[src/rtl/control_unit.sv]
// control_unit: five-step sequencer (T0..T3, OUT) for the 4-bit register/bus
// datapath. Each pass performs R1<-R2, R2<-R1+R2, outr<-AC, and a run
// repeats the pass N_ITER times behind a start/busy/done handshake.
module control_unit #(
  parameter int unsigned N_ITER = 4,
  parameter int unsigned CNT_W  = 4
) (
  input  logic             clk,
  input  logic             rst,
  input  logic             start,
  input  logic             stall,
  input  logic             abort,
  output logic             LD_DR1,
  output logic             LD_DR2,
  output logic             LD_R1,
  output logic             LD_AC,
  output logic             LD_R2,
  output logic             LD_R3,
  output logic [2:0]       sel_A,
  output logic             sel_B,
  output logic             E,
  output logic             busy,
  output logic             done,
  output logic [CNT_W-1:0] iter_cnt
);

  localparam int unsigned SEL_W = 3;

  typedef enum logic [2:0] {
    S_IDLE,
    S_T0,
    S_T1,
    S_T2,
    S_T3,
    S_OUT,
    S_DONE
  } state_e;

  typedef struct packed {
    logic             ld_dr1;
    logic             ld_dr2;
    logic             ld_r1;
    logic             ld_ac;
    logic             ld_r2;
    logic             ld_r3;
    logic             sel_b;
    logic             e;
    logic [SEL_W-1:0] sel_a;
    logic             busy;
    logic             done;
  } ctrl_t;

  state_e           state_q, state_d;
  logic [CNT_W-1:0] cnt_q, cnt_d;
  ctrl_t            ctrl_q;

  // Moore control word for a given state.
  function automatic ctrl_t decode(input state_e s);
    ctrl_t c;
    c = '0;
    unique case (s)
      S_T0: begin
        c.sel_b  = 1'b1;
        c.ld_dr1 = 1'b1;
        c.ld_dr2 = 1'b1;
        c.busy   = 1'b1;
      end
      S_T1: begin
        c.sel_a = SEL_W'(1);
        c.ld_r1 = 1'b1;
        c.ld_ac = 1'b1;
        c.busy  = 1'b1;
      end
      S_T2: begin
        c.sel_a = SEL_W'(3);
        c.ld_r3 = 1'b1;
        c.busy  = 1'b1;
      end
      S_T3: begin
        c.sel_a = SEL_W'(2);
        c.ld_r2 = 1'b1;
        c.busy  = 1'b1;
      end
      S_OUT: begin
        c.sel_a = SEL_W'(3);
        c.e     = 1'b1;
        c.busy  = 1'b1;
      end
      S_DONE: c.done = 1'b1;
      default: c = '0;
    endcase
    return c;
  endfunction

  // Next state and iteration count; abort beats stall beats advance.
  always_comb begin
    state_d = state_q;
    cnt_d   = cnt_q;
    unique case (state_q)
      S_IDLE: begin
        if (start) begin
          state_d = S_T0;
          cnt_d   = '0;
        end
      end
      S_DONE: state_d = S_IDLE;
      default: begin
        if (abort) begin
          state_d = S_IDLE;
        end else if (!stall) begin
          unique case (state_q)
            S_T0: state_d = S_T1;
            S_T1: state_d = S_T2;
            S_T2: state_d = S_T3;
            S_T3: state_d = S_OUT;
            default: begin
              cnt_d   = cnt_q + CNT_W'(1);
              state_d = (cnt_d == CNT_W'(N_ITER)) ? S_DONE : S_T0;
            end
          endcase
        end
      end
    endcase
  end

  // State, count and the registered control word decoded from the next state.
  always_ff @(posedge clk or posedge rst) begin
    if (rst) begin
      state_q <= S_IDLE;
      cnt_q   <= '0;
      ctrl_q  <= '0;
    end else begin
      state_q <= state_d;
      cnt_q   <= cnt_d;
      ctrl_q  <= decode(state_d);
    end
  end

  // Stall suppresses every load/drive for the cycle; sel_A keeps the step value.
  assign LD_DR1   = ctrl_q.ld_dr1 & ~stall;
  assign LD_DR2   = ctrl_q.ld_dr2 & ~stall;
  assign LD_R1    = ctrl_q.ld_r1  & ~stall;
  assign LD_AC    = ctrl_q.ld_ac  & ~stall;
  assign LD_R2    = ctrl_q.ld_r2  & ~stall;
  assign LD_R3    = ctrl_q.ld_r3  & ~stall;
  assign sel_B    = ctrl_q.sel_b  & ~stall;
  assign E        = ctrl_q.e      & ~stall;
  assign sel_A    = ctrl_q.sel_a;
  assign busy     = ctrl_q.busy;
  assign done     = ctrl_q.done;
  assign iter_cnt = cnt_q;

endmodule

[config.mk]
export PLATFORM = sky130hd
export DESIGN_NAME = control_unit
export DESIGN_NICKNAME = d
export VERILOG_FILES = /design/src/rtl/control_unit.sv
export SDC_FILE = /design/constraint.sdc
export NUM_CORES = 1
export LEC_CHECK = 0
export ABC_AREA = 1
export ABC_CLOCK_PERIOD_IN_PS = 2000
export CORE_UTILIZATION = 48
export DETAILED_ROUTE_END_ITERATION = 10
export PLACE_DENSITY = 0.88
export SYNTH_ARGS = -nofsm -noshare
export SYNTH_HDL_FRONTEND = slang
export SYNTH_SLANG_ARGS = --single-unit
[constraint.sdc]
create_clock -name clk -period 2 [get_ports clk]
set_clock_uncertainty 0.2 [all_clocks]
set_input_delay 0.2 -clock clk [delete_from_list [all_inputs] [get_ports clk]]
set_output_delay 0.2 -clock clk [all_outputs]
set_load 0.005 [all_outputs]
==> flow_summary.rst, run 1 <==
.. list-table::
   :header-rows: 1

   * - Metric
     - Value
   * - Post-cts gate resize count
     - 0
   * - Top-count cell post-synth
     - sky130_fd_sc_hd__nand2_1
   * - First-pass GRT wire length
     - 2980 µm
   * - Adder-cell share of the synthesized area
     - 1.381%
   * - Startpoint-to-endpoint class of the critical path
     - input pin to primary output
   * - Proportion of layout cells with a drive suffix above 1
     - between 20% and 30%
   * - Top FF cell, synth
     - sky130_fd_sc_hd__dfrtp_1
   * - Leading area contributor after synthesis
     - sky130_fd_sc_hd__dfrtp_1
   * - Maximum vdd drop
     - 677.6 µV
   * - Worst endpoint data arrival time
     - 1.45 ns
   * - Number of instances in the synthesized netlist
     - 112
   * - Parity-gate share of the synthesized area counting xor and xnor cells
     - 0%
   * - Overall overflow remaining after global route
     - 0
   * - TritonCTS sink count
     - 16
   * - Achievable Freq
     - 539.5 MHz
   * - Max cap viols
     - 0
   * - Pin count of the biggest net entering global routing
     - 17
   * - Worst-Skew Late Latency
     - 0.29 ns
   * - RR Startpoint
     - iter_cnt[1]
   * - CORE AREA
     - 0.001745 mm²
   * - Register area share after synthesis
     - approximately 44%
   * - Share of the clock period used by the worst path
     - between 90% and 100%
   * - Total vias in the final route
     - around 780
   * - Io pins
     - 22
   * - Synthesized Nets
     - 118
   * - Detailed Route WL
     - 1875 µm
   * - Critical path's slowest cell
     - sky130_fd_sc_hd__clkdlybuf4s50_1
   * - Final weighted congestion in routability-driven placement
     - 0.7953
   * - Class of the tightest hold or removal check
     - input pin to async pin
   * - # Post-CTS Setup Buffers
     - 0
   * - Buf/Inv on CP
     - 2
   * - Cell row count
     - 15
   * - Required time at the endpoint of the critical path
     - approximately 1.6 ns
   * - CTS tree
     - done
   * - Number of antenna violations at the first check in global routing
     - 0
   * - Area Overhead vs Synth
     - 25.97%
   * - Fraction of post-synthesis cell area in the top cell type by area
     - 44.20%
   * - Die Footprint
     - 0.002065 mm²
   * - Post-route minimum period
     - 1.854 ns
   * - Die outline width
     - 45.44 µm
   * - Die span in y
     - between 40 and 50 µm
   * - Area taken by multi-input logic gates
     - 386.6 µm²
   * - Cells traversed along the worst timing path
     - clkdlybuf4s50_1 -> nor2_1 -> clkdlybuf4s50_1
   * - Post-detailed-route count of antenna-violating nets
     - 0
   * - Cell variety after synth
     - 22
   * - Quantity of I/O buffers inserted on ports
     - 20
   * - Number of failing setup endpoints in the final timing report
     - 0
   * - Via count of the first global-routing pass
     - 694
   * - Initial core utilization
     - 51.90%
   * - Synthesized flop and latch total
     - 16
   * - Buffers from clock root to sink, at most
     - 2
   * - Register area
     - 400.4 µm²
   * - Kind of end point of the critical path
     - primary output
   * - Pins over their slew limit
     - 0
   * - Total Nets Final
     - 137
   * - Global routing usage summed across all routing layers
     - 21.11%
   * - Post-synthesis mux area share
     - 0%
   * - Syn Area/Cell
     - 8.088 µm²
   * - Cell count of the worst reg-to-reg path
     - 10
   * - Launching element type of the critical path
     - input pin
   * - Post-CTS Hold Fix Bufs
     - 0
   * - # fillers
     - roughly 130
   * - Measured slew at the worst slew-check pin
     - 0.5864 ns
   * - Number of iterations in the first detailed-routing pass
     - 5
   * - Routed length per placed instance
     - 12.10 µm
   * - Worst flop-to-flop path endpoint
     - busy
   * - Synthesized-area fraction occupied by and/or/nand/nor cells
     - approximately 31%
   * - Leading cell types by count after synthesis
     - sky130_fd_sc_hd__nand2_1, sky130_fd_sc_hd__dfrtp_1, sky130_fd_sc_hd__inv_1
   * - Post-DR vias/cell
     - 5.019
   * - Max-Slew Margin vs Limit
     - between 60% and 70%
   * - Status
     - finished, final reports clean
   * - Unrepaired setup endpoints after global routing
     - no
   * - TNS Setup
     - 0 ns
   * - Clock slew at reported path FFs
     - 0.09 ns
   * - Async S/R FF share, synth
     - 100.0%
   * - Power density of the placed cells
     - 1238 mW/mm²
   * - Leak
     - between 0.5 and 0.6 nW
   * - Number of synthesized flops with an enable pin
     - 0
   * - Post-synthesis compound-gate area fraction
     - 9.254%
   * - Setup slack on the worst flop-to-flop path
     - around 0.20 ns
   * - Synthesized area
     - 905.9 µm²
   * - Final hold vios
     - 0
   * - H-tree depth
     - 1
   * - Critical path's top delay family
     - buffers and inverters
   * - Slowest cell delay on critical path
     - 0.53 ns
   * - # diodes
     - 0
   * - Peak fanout along the critical path
     - 7
   * - Combinational family with the most area after synthesis
     - simple AND/OR/NAND/NOR gates
   * - Worst hold slack
     - 0.06080 ns
   * - Total of warnings raised by yosys
     - 0
   * - DRC violation count after routing
     - 0
   * - Clock buffer count from CTS
     - 3
   * - Placed cells
     - 151
   * - Detailed placer's ending HPWL
     - 1405 µm
   * - Top cells by area in the synthesized netlist
     - sky130_fd_sc_hd__dfrtp_1, sky130_fd_sc_hd__nand2_1, sky130_fd_sc_hd__inv_1, sky130_fd_sc_hd__nand3_1, sky130_fd_sc_hd__buf_4
   * - Root buffer cell
     - sky130_fd_sc_hd__clkbuf_4
   * - Post-layout instance count excluding filler cells
     - 155
   * - Crit path top cell by count
     - sky130_fd_sc_hd__clkdlybuf4s50_1
   * - Number of DRC markers in iteration 0
     - 40
report_power, final:
group          total [mW]  internal [mW]  switching (mW)
sequential          0.488          0.416          0.0718
combinational       0.710          0.295           0.414
clock               0.216          0.111           0.105
total                1.41          0.822           0.591
stage by stage:
stage	instance area [µm²]	utilization [%]	setup slack (ns)	total power, mW
6_report	1141	65.38	0.1463	1.413
5_1_grt	1141	65.38	0.02208	1.515
4_1_cts	1131	64.80	0.1390	1.403
3_5_place_dp	1095	62.72	0.1434	1.183
3_3_place_gp	1095	62.72	0.1790	1.142
2_1_floorplan	905.9	-	0.3665	0.9585
worst register-to-register path, cell delays in order, from the launching register on:
cell and delay [ns]:
sky130_fd_sc_hd__dfrtp_1 0.42, sky130_fd_sc_hd__ha_1 0.20, sky130_fd_sc_hd__inv_1 0.05, sky130_fd_sc_hd__nor2_1 0.15
sky130_fd_sc_hd__nand3_2 0.13, sky130_fd_sc_hd__o21ai_1 0.13, sky130_fd_sc_hd__nand2_1 0.06, sky130_fd_sc_hd__nand2_1 0.08
sky130_fd_sc_hd__nand2_2 0.11, sky130_fd_sc_hd__nand2_1 0.10, sky130_fd_sc_hd__nand3_1 0.08
kinds of logic (layout without fill, tap and decap cells):
logic type / Yosys count / after routing
buf+inv: 28 / 46
other cells: 1 / 1
flops: 16 / 16
fa+ha+maj: 1 / 1
compound gates: 12 / 12
simple gates: 54 / 54
placed cells by master (no fill, tap or decap), types with 2 or more instances in the layout:
| master | count |
|---|---|
| sky130_fd_sc_hd__nand3_2 | 4 |
| sky130_fd_sc_hd__nand2_1 | 21 |
| sky130_fd_sc_hd__clkbuf_4 | 3 |
| sky130_fd_sc_hd__nand2_2 | 6 |
| sky130_fd_sc_hd__nand3_1 | 8 |
| sky130_fd_sc_hd__clkdlybuf4s50_1 | 20 |
| sky130_fd_sc_hd__inv_2 | 5 |
| sky130_fd_sc_hd__o21ai_0 | 5 |
| sky130_fd_sc_hd__inv_1 | 16 |
| sky130_fd_sc_hd__a21oi_2 | 2 |
| sky130_fd_sc_hd__nor2_1 | 10 |
| sky130_fd_sc_hd__o21ai_1 | 2 |
| sky130_fd_sc_hd__dfrtp_1 | 16 |
area by class of cell:
class                           instances  area share (%)
Clock buffer                            4           3.180
Timing Repair Buffer                   21           18.20
Inverter                               21           6.908
Sequential cell                        16           35.09
Multi-Input combinational cell         68           33.88
Tap cell                               25           2.741
how the worst max path moves through the flow:
stage                      from          end  cells after the start
floorplan           iter_cnt[0]         busy                     10
global placement          stall  iter_cnt[2]                      8
detailed placement        stall  iter_cnt[2]                      8
CTS                       stall       LD_DR1                      3
global route        iter_cnt[0]         busy                     10
finish                    stall       LD_DR1                      3
routing by layer:
metal  GRT usage (%)  vias to the layer above  wire length, µm
met3           2.381                        9              108
met4           13.33                        0               55
li1                -                      377                -
met1           27.65                      346              785
met2           33.14                       46              927
met5               0                        -                0
sequential cells by signal (all words and copies together) (netlist names):
| register | flops |
|---|---|
| state_q | 3 |
| iter_cnt | 4 |
| sel_A | 2 |
| busy | 1 |
| done | 1 |
| ctrl_q | 5 |
Note: power is estimated with default switching activity, not from simulation.
==> run 2, diff against run 1 <==
Settings changed: ABC_CLOCK_PERIOD_IN_PS 2000 to 1970.
Clock period 2 ns to 1.97 ns, I/O delays scaled along.
==> results of run 2 <==
The final DEF is identical to that of run 1. Status: finished, final reports clean.
Among the figures that moved: setup slack after placement 0.1434 ns -> 0.1164 ns; setup slack after layout 0.1463 ns -> 0.1223 ns; hold slack 0.06080 ns -> 0.05780 ns; register-to-register setup slack 0.20 ns -> 0.17 ns; total power 1.413 mW -> 1.435 mW; worst IR drop on VDD 677.6 µV -> 687.9 µV
